`src/rtl/display_pkg.sv`:
```
// Shared constants for the five-digit multiplexed 7-segment display.
// Segment patterns are active-low and ordered gfedcba.
package display_pkg;

    localparam int NUM_DIGITS = 5;

    typedef logic [3:0] bcd_t;

    localparam logic [6:0] SEG_0     = 7'b1000000;
    localparam logic [6:0] SEG_1     = 7'b1111001;
    localparam logic [6:0] SEG_2     = 7'b0100100;
    localparam logic [6:0] SEG_3     = 7'b0110000;
    localparam logic [6:0] SEG_4     = 7'b0011001;
    localparam logic [6:0] SEG_5     = 7'b0010010;
    localparam logic [6:0] SEG_6     = 7'b0000010;
    localparam logic [6:0] SEG_7     = 7'b1111000;
    localparam logic [6:0] SEG_8     = 7'b0000000;
    localparam logic [6:0] SEG_9     = 7'b0010000;
    localparam logic [6:0] SEG_DASH  = 7'b0111111;
    localparam logic [6:0] SEG_BLANK = 7'b1111111;

    localparam logic [NUM_DIGITS-1:0] AN_OFF = '1;

    function automatic logic [NUM_DIGITS-1:0] an_onecold(
        input logic [2:0] idx
    );
        return ~(NUM_DIGITS'(1) << idx);
    endfunction

endpackage

```
`src/rtl/seg7_decode.sv`:
```
// Combinational BCD to active-low 7-segment decode (gfedcba).
// Codes 10..15 render as a dash.
module seg7_decode
    import display_pkg::*;
(
    input  bcd_t       bcd_i,
    output logic [6:0] seg_o
);

    always_comb begin
        seg_o = SEG_DASH;
        case (bcd_i)
            4'd0:    seg_o = SEG_0;
            4'd1:    seg_o = SEG_1;
            4'd2:    seg_o = SEG_2;
            4'd3:    seg_o = SEG_3;
            4'd4:    seg_o = SEG_4;
            4'd5:    seg_o = SEG_5;
            4'd6:    seg_o = SEG_6;
            4'd7:    seg_o = SEG_7;
            4'd8:    seg_o = SEG_8;
            4'd9:    seg_o = SEG_9;
            default: seg_o = SEG_DASH;
        endcase
    end

endmodule

```
`src/rtl/bcd_display_scan.sv`:
```
// Five-digit multiplexed 7-segment scanner with shadow digit registers.
// Define LEADING_ZERO_BLANK_EN to blank zeros above the leading digit.
module bcd_display_scan
    import display_pkg::*;
#(
    parameter int SCAN_DIV = 50000
) (
    input  logic                  clk,
    input  logic                  rst,
    input  logic                  enable,
    input  logic                  load,
    input  bcd_t                  D5,
    input  bcd_t                  D4,
    input  bcd_t                  D3,
    input  bcd_t                  D2,
    input  bcd_t                  D1,
    output logic [NUM_DIGITS-1:0] an,
    output logic [6:0]            seg,
    output logic                  frame_done
);

    localparam int PW = (SCAN_DIV > 1) ? $clog2(SCAN_DIV) : 1;
    localparam logic [PW-1:0] PRESC_MAX = PW'(SCAN_DIV - 1);
    localparam logic [2:0] IDX_LAST = 3'(NUM_DIGITS - 1);

    logic [PW-1:0]         presc_q, presc_d;
    logic [2:0]            idx_q, idx_d;
    bcd_t                  shadow_q [NUM_DIGITS];
    bcd_t                  shadow_d [NUM_DIGITS];
    logic [NUM_DIGITS-1:0] an_q, an_d;
    logic [6:0]            seg_q, seg_d;
    logic                  fd_q, fd_d;
    logic                  tick;
    logic [6:0]            dec;
    logic [NUM_DIGITS-1:0] blank;

    seg7_decode u_dec (
        .bcd_i (shadow_q[idx_q]),
        .seg_o (dec)
    );

`ifdef LEADING_ZERO_BLANK_EN
    logic zeros;

    // A slot is blank while it and every slot above it hold zero.
    always_comb begin
        blank = '0;
        zeros = 1'b1;
        for (int k = NUM_DIGITS - 1; k > 0; k--) begin
            zeros    = zeros & (shadow_q[k] == 4'd0);
            blank[k] = zeros;
        end
    end
`else
    assign blank = '0;
`endif

    always_comb begin
        tick    = (presc_q == PRESC_MAX);
        presc_d = tick ? '0 : presc_q + 1'b1;

        idx_d = idx_q;
        if (tick) begin
            idx_d = (idx_q == IDX_LAST) ? 3'd0 : idx_q + 3'd1;
        end

        shadow_d = shadow_q;
        if (load) begin
            shadow_d[0] = D1;
            shadow_d[1] = D2;
            shadow_d[2] = D3;
            shadow_d[3] = D4;
            shadow_d[4] = D5;
        end

        fd_d = tick && (idx_q == IDX_LAST);

        an_d  = AN_OFF;
        seg_d = SEG_BLANK;
        if (enable && !blank[idx_q]) begin
            an_d  = an_onecold(idx_q);
            seg_d = dec;
        end
    end

    always_ff @(posedge clk) begin
        if (rst) begin
            presc_q  <= '0;
            idx_q    <= '0;
            shadow_q <= '{default: '0};
            an_q     <= AN_OFF;
            seg_q    <= SEG_BLANK;
            fd_q     <= 1'b0;
        end else begin
            presc_q  <= presc_d;
            idx_q    <= idx_d;
            shadow_q <= shadow_d;
            an_q     <= an_d;
            seg_q    <= seg_d;
            fd_q     <= fd_d;
        end
    end

    assign an         = an_q;
    assign seg        = seg_q;
    assign frame_done = fd_q;

endmodule

```
`config.mk`:
```
export PLATFORM = sky130hd
export DESIGN_NAME = bcd_display_scan
export DESIGN_NICKNAME = d
export VERILOG_FILES = /design/src/rtl/display_pkg.sv /design/src/rtl/seg7_decode.sv /design/src/rtl/bcd_display_scan.sv
export SDC_FILE = /design/constraint.sdc
export NUM_CORES = 1
export LEC_CHECK = 0
export ABC_AREA = 1
export CAP_MARGIN = 20
export CORE_MARGIN = 1.5
export CORE_UTILIZATION = 43
export DETAILED_ROUTE_END_ITERATION = 10
export GPL_TIMING_DRIVEN = 1
export HOLD_SLACK_MARGIN = 0.08
export PLACE_DENSITY = 0.74
export REMOVE_ABC_BUFFERS = 1
export SLEW_MARGIN = 10
export SYNTH_ARGS = -nofsm -noshare
export SYNTH_HDL_FRONTEND = slang
export SYNTH_HIERARCHICAL = 1
export SYNTH_SLANG_ARGS = --single-unit
```
`constraint.sdc`:
```
create_clock -name clk -period 2.9 [get_ports clk]
set_input_delay 0.29 -clock clk [delete_from_list [all_inputs] [get_ports clk]]
set_output_delay 0.29 -clock clk [all_outputs]
set_load 0.1 [all_outputs]
```
==> flow_summary_export.csv, run 1 <==
group,metric,value,unit
status,status,"finished, final reports clean",
routing,wl_per_cell,10.17,um
logic_synthesis,ys_types,25,
logic_synthesis,yosys_warnings,6,
cts,h-tree-depth,2,
sta,hold_slack,0.4523,ns
cts,clk_pin_slew_worst_paths,0.09,ns
floorplan,die_y,77.88,um
sta,clock_skew,0.008770,ns
global_routing,grt_pass1_vias,1983,
placed_design,pre_cts_ws,0.7514,ns
cts,cts_buffer_depth,2,
logic_synthesis,synth_area_per_cell,7.009,um^2
placed_design,port_buffers,36,
global_routing,antenna_found_initial,0,
logic_synthesis,synth_ff_type,"dfxtp_1",
setup_path,endpoint_kind,"register",
power_and_ir_drop,p_leak,1.253,nW
routing,num_vias,2123,
floorplan,fp.coreArea,5473,um^2
finish,fillers,558,
placed_design,dp_hpwl,3284,um
routing,firstDrtPassIters,4,
setup_path,slowest_stage,"dfxtp_1",
cts,cts_tree,"done",
finish,fin_util,0.5322,
global_routing,gr-total-overflow,0,
sta,finalHoldViolCount,0,
logic_synthesis,synth_enable_flop_cells,0,
cts,cts_num_sinks,52,
global_routing,grt_first_pass_wirelength,8176,um
routing,vias_per_cell,4.707,
cts,hold_buffers,0,
routing,drc,0,
floorplan,rows,27,
finish,fin_cells,451,
setup_path,crit_required,3.07,ns
sta,tightest_slew,0.6502,ns
setup_path,cp_common_cell,"nand2_1",
power_and_ir_drop,ir_drop,251.9,uV
logic_synthesis,ys_seq_elements,52,
finish,drive_gt1_frac,0.08179,
setup_path,cp_data_arrival_time,2.35,ns
sta,rsz0062_at_grt,"false",
sta,fin_crit_sh,0.7512,
global_routing,grt_max_degree,29,
finish,fin_area,2913,um^2
logic_synthesis,async_flop_share,0,
routing,wl,4588,um
cts,cts_setup_buffers,0,
floorplan,die_area,6065,um^2
flow_run,max_cap_violations,0,
sta,max_slew_margin,0.5649,
setup_path,crit_chain,"clkinv_1 -> nand2_1 -> nand3_1 -> nand3_1 -> nand2_1 -> inv_1 -> ha_1 -> nand2_1 -> nand3_1 -> nand2_1 -> inv_1 -> nand2_1",
global_routing,track_usage,0.1653,
setup_path,critPathLaunchType,"register",
floorplan,initial_core_util,0.4406,
power_and_ir_drop,powerDensity,507.5,nW/um^2
logic_synthesis,netlist_area,2411,um^2
finish,final_nets,413,
setup_path,cp_max_fo,15,
placed_design,place_area,2786,um^2
placed_design,gp_congestion,0.8605,
cts,numCtsBuffers,5,
cts,cts_resized,0,
setup_path,cpPeakStageDelay,0.62,ns
finish,areaGrowthSynthToFinish,20.81,%
power_and_ir_drop,power,1.478,mW
logic_synthesis,synthCells,344,
sta,fmax,459.0,MHz
sta,setup_slack,0.7215,ns
routing,drt_iter0_drc,104,
placed_design,place_inst,443,
sta,slew_violations,0,
routing,antenna_left,0,
sta,setup_tns,0,ns
sta,period_needed,2.179,ns
logic_synthesis,yosysSeqAreaShare,0.4318,
cts,insertion_delay,0.30,ns
setup_path,setup.worst_path.class,"reg2reg",
floorplan,die_w,77.88,um
hold_path,hp-class,"reg2reg",
floorplan,ioPinCount,37,
cts,clockRootBuffer,"clkbuf_8",
sta,finalSetupViolations,0,
finish,antenna_cells,0,
==> worst max-delay path, delay by kind of cell (launching register included) <==
| family | cells | cell delay (ns) |
|---|---|---|
| adder cells (fa/ha/maj) | 1 | 0.17 |
| buffers and inverters | 3 | 0.56 |
| flip-flops | 1 | 0.62 |
| AND/OR/NAND/NOR | 8 | 0.69 |
==> routing by layer <==
| metal | wire length (um) | share of wire | global-route usage |
|---|---|---|---|
| met4 | 63 | 0.014 | 0.07455 |
| met2 | 2017 | 0.44 | 0.2652 |
| met3 | 192 | 0.042 | 0.03647 |
| met1 | 2314 | 0.50 | 0.2108 |
| met5 | 0 | 0 | 0 |
==> flip-flops by register name (all words and copies together) (netlist names) <==
signal	flops
an	5
frame_done	1
idx_q	3
presc_q	16
seg	7
shadow_q	20
==> cell type report <==
type | instances | area, um^2 | share of cell area
well taps | 72 | 90.09 | 0.03093
repair buffers | 37 | 335.3 | 0.1151
clock buffers | 7 | 96.34 | 0.03308
inverters | 40 | 150.1 | 0.05155
flip-flops and latches | 52 | 1041 | 0.3574
clock inverters | 1 | 30.03 | 0.01031
multi-input cells | 242 | 1170 | 0.4016
==> layout by cell type (no fill, tap or decap), types with 2 or more instances in the layout <==
cell type        synthesis  routed
a21oi_1                 12      12
buf_4                    0      14
clkbuf_8                 0       7
clkdlybuf4s50_1          0      23
clkinv_1                 3       3
dfxtp_1                 52      52
ha_1                    11      11
inv_1                   36      36
nand2_1                 68      68
nand3_1                 29      29
nand4_1                  7       7
nor2_1                  73      73
o21ai_0                 28      28
or2_2                    2       2
xnor2_1                  2       2
xor2_1                   2       2
==> power by group <==
part           total, mW  leakage (nW)  internal, mW  switching (mW)
clock network      0.529        0.0645         0.304           0.224
registers          0.758         0.427         0.744          0.0139
logic              0.192         0.762        0.0682           0.124
==> kinds of logic after synthesis <==
group / share of synthesized area
simple gates: 0.3212
flops: 0.4318
buf+inv: 0.08303
compound gates: 0.09237
fa+ha+maj: 0.05708
xor+xnor: 0.01453
==> worst paths after layout <==
path / from / end / slack [ns] / cells past startpoint
worst max-delay path: idx_q[0]$_SDFFE_PP0N_ / seg[5]$_SDFF_PP1_ / 0.72 / 12
worst min-delay path: presc_q[0]$_SDFF_PP0_ / presc_q[0]$_SDFF_PP0_ / 0.45 / 1
worst max register to register: idx_q[0]$_SDFFE_PP0N_ / seg[5]$_SDFF_PP1_ / 0.72 / 12
worst min register to register: presc_q[0]$_SDFF_PP0_ / presc_q[0]$_SDFF_PP0_ / 0.45 / 1
==> synthesized netlist by cell type (3+ instances only) <==
cell | count | share of area
a21oi_1 | 12 | 0.025
dfxtp_1 | 52 | 0.43
inv_1 | 36 | 0.056
nand3_1 | 29 | 0.060
clkinv_1 | 3 | 0.0047
o21ai_0 | 28 | 0.058
buf_2 | 4 | 0.0083
nor2_1 | 73 | 0.11
clkbuf_1 | 5 | 0.0078
nand4_1 | 7 | 0.018
ha_1 | 11 | 0.057
nand2_1 | 68 | 0.11
No activity file was read; power rests on OpenSTA's default activity.
==> inputs of run 2 (changes only) <==
clock period = 2.1 ns   (was 2.9 ns; I/O delays follow)
==> run 2 against run 1 <==
Against the previous run: register-to-register slack worse by 0.42 ns; maximum frequency is 21% higher; worst hold slack hardly changed; critical path type unchanged; largest cell class unchanged.
==> flow_summary_export.csv, run 2 (synthesized netlist as in run 1, its figures left out) <==
group,metric,value,unit
global_routing,track_usage,0.1670,
setup_path,cp_data_arrival_time,2.00,ns
power_and_ir_drop,ir_drop,256.0,uV
placed_design,gp_congestion,0.8731,
global_routing,gr-total-overflow,0,
setup_path,cp_common_cell,"nand2_1",
sta,finalHoldViolCount,0,
finish,antenna_cells,0,
finish,final_nets,416,
routing,antenna_left,0,
finish,drive_gt1_frac,0.08901,
cts,cts_buffer_depth,2,
floorplan,die_w,77.88,um
routing,firstDrtPassIters,4,
flow_run,max_cap_violations,0,
routing,wl,4622,um
setup_path,crit_start,"idx_q[1]$_SDFFE_PP0N_",
global_routing,grt_pass1_vias,1944,
hold_path,min_from,"presc_q[0]$_SDFF_PP0_",
cts,cts_resized,0,
floorplan,die_area,6065,um^2
placed_design,place_inst,446,
routing,wl_per_cell,10.18,um
cts,cts_num_sinks,52,
setup_path,critPathLaunchType,"register",
cts,numCtsBuffers,5,
finish,largest-register,"shadow_q",
routing,vias_per_cell,4.758,
floorplan,ioPinCount,37,
global_routing,grt_first_pass_wirelength,8328,um
floorplan,rows,27,
finish,layout_commonest_cell,"nor2_1",
floorplan,fp.coreArea,5473,um^2
hold_path,hp-class,"reg2reg",
sta,tightest_slew,0.5729,ns
sta,rsz0062_at_grt,"false",
finish,fillers,566,
power_and_ir_drop,powerDensity,645.7,nW/um^2
cts,clk_pin_slew_worst_paths,0.09,ns
cts,cts_tree,"done",
sta,setup_tns,0,ns
sta,fin_crit_sh,0.8556,
power_and_ir_drop,p_leak,1.252,nW
setup_path,setup.worst_path.class,"reg2reg",
sta,clock_skew,0.006817,ns
setup_path,slowest_stage,"dfxtp_1",
sta,max_slew_margin,0.6177,
placed_design,port_buffers,36,
finish,fin_cells,454,
setup_path,crit_required,2.30,ns
cts,insertion_delay,0.31,ns
setup_path,endpoint_kind,"register",
placed_design,dp_hpwl,3376,um
cts,cts_setup_buffers,0,
global_routing,antenna_found_initial,0,
sta,finalSetupViolations,0,
finish,most-common-layout-cells,"nor2_1, nand2_1, dfxtp_1",
global_routing,grt_max_degree,22,
routing,num_vias,2160,
cts,hold_buffers,0,
finish,areaGrowthSynthToFinish,20.14,%
sta,fmax,556.6,MHz
setup_path,cp_max_fo,10,
routing,drt_iter0_drc,127,
setup_path,crit_buf_inv,3,
floorplan,initial_core_util,0.4406,
floorplan,die_y,77.88,um
finish,largest_reg_flops,20,
sta,period_needed,1.797,ns
cts,h-tree-depth,2,
sta,slew_violations,0,
routing,drc,0,
status,status,"finished, final reports clean",
setup_path,crit_chain,"inv_1 -> nand3_1 -> nand3_1 -> nand2_1 -> inv_1 -> ha_1 -> nand2_1 -> nand3_1 -> nand2_1 -> inv_1 -> nand2_1",
setup_path,crit_family,"simple AND/OR/NAND/NOR gates",
cts,clockRootBuffer,"clkbuf_8",
setup_path,cpPeakStageDelay,0.51,ns
setup_path,r2r-start,"idx_q[1]$_SDFFE_PP0N_",
run 2: per-layer routing:
layer	global-route usage	up-vias	wire length [um]
li1	-	1156	-
met1	0.2224	944	2341
met4	0.06364	0	68
met2	0.2661	53	1995
met5	0	-	0
met3	0.03176	7	217
run 2: per-stage QoR:
step	hold slack, ns	setup WS [ns]	area, um^2	utilization	power (mW)
after global placement	0.4325	0.4015	2809	0.5133	1.333
after global routing	0.4749	0.1110	2897	0.5293	1.968
after floorplan	0.3449	0.2743	2361	-	1.242
after detailed placement	0.4430	0.3164	2809	0.5133	1.337
after CTS	0.4572	0.3075	2897	0.5293	1.891
final	0.4523	0.3033	2897	0.5293	1.870
run 2: area by class of cell:
type,count,area [um^2],share of cell area
multi-input cells,242,1170,0.4039
flip-flops and latches,52,1041,0.3594
repair buffers,40,357.8,0.1235
inverters,40,150.1,0.05184
well taps,72,90.09,0.03110
clock buffers,5,68.82,0.02376
clock inverters,3,18.77,0.006479
run 2: worst paths after layout:
check | to | slack (ns) | cells after the start
setup / recovery | seg[3]$_SDFF_PP1_ | 0.30 | 11
hold / removal | presc_q[0]$_SDFF_PP0_ | 0.45 | 1
setup reg to reg | seg[3]$_SDFF_PP1_ | 0.30 | 11
hold reg to reg | presc_q[0]$_SDFF_PP0_ | 0.45 | 1
run 2: where the power goes:
part | internal (mW) | leakage (nW) | total, mW | switching, mW
Combinational | 0.0967 | 0.777 | 0.268 | 0.171
Clock | 0.233 | 0.0479 | 0.556 | 0.324
Sequential | 1.03 | 0.427 | 1.05 | 0.0191
run 2: worst reg2reg max path, cell delays in order (launching register included):
cell	delay, ns
dfxtp_1	0.51
inv_1	0.16
nand3_1	0.11
nand3_1	0.07
nand2_1	0.14
inv_1	0.11
ha_1	0.29
nand2_1	0.07
nand3_1	0.10
nand2_1	0.05
inv_1	0.05
nand2_1	0.04
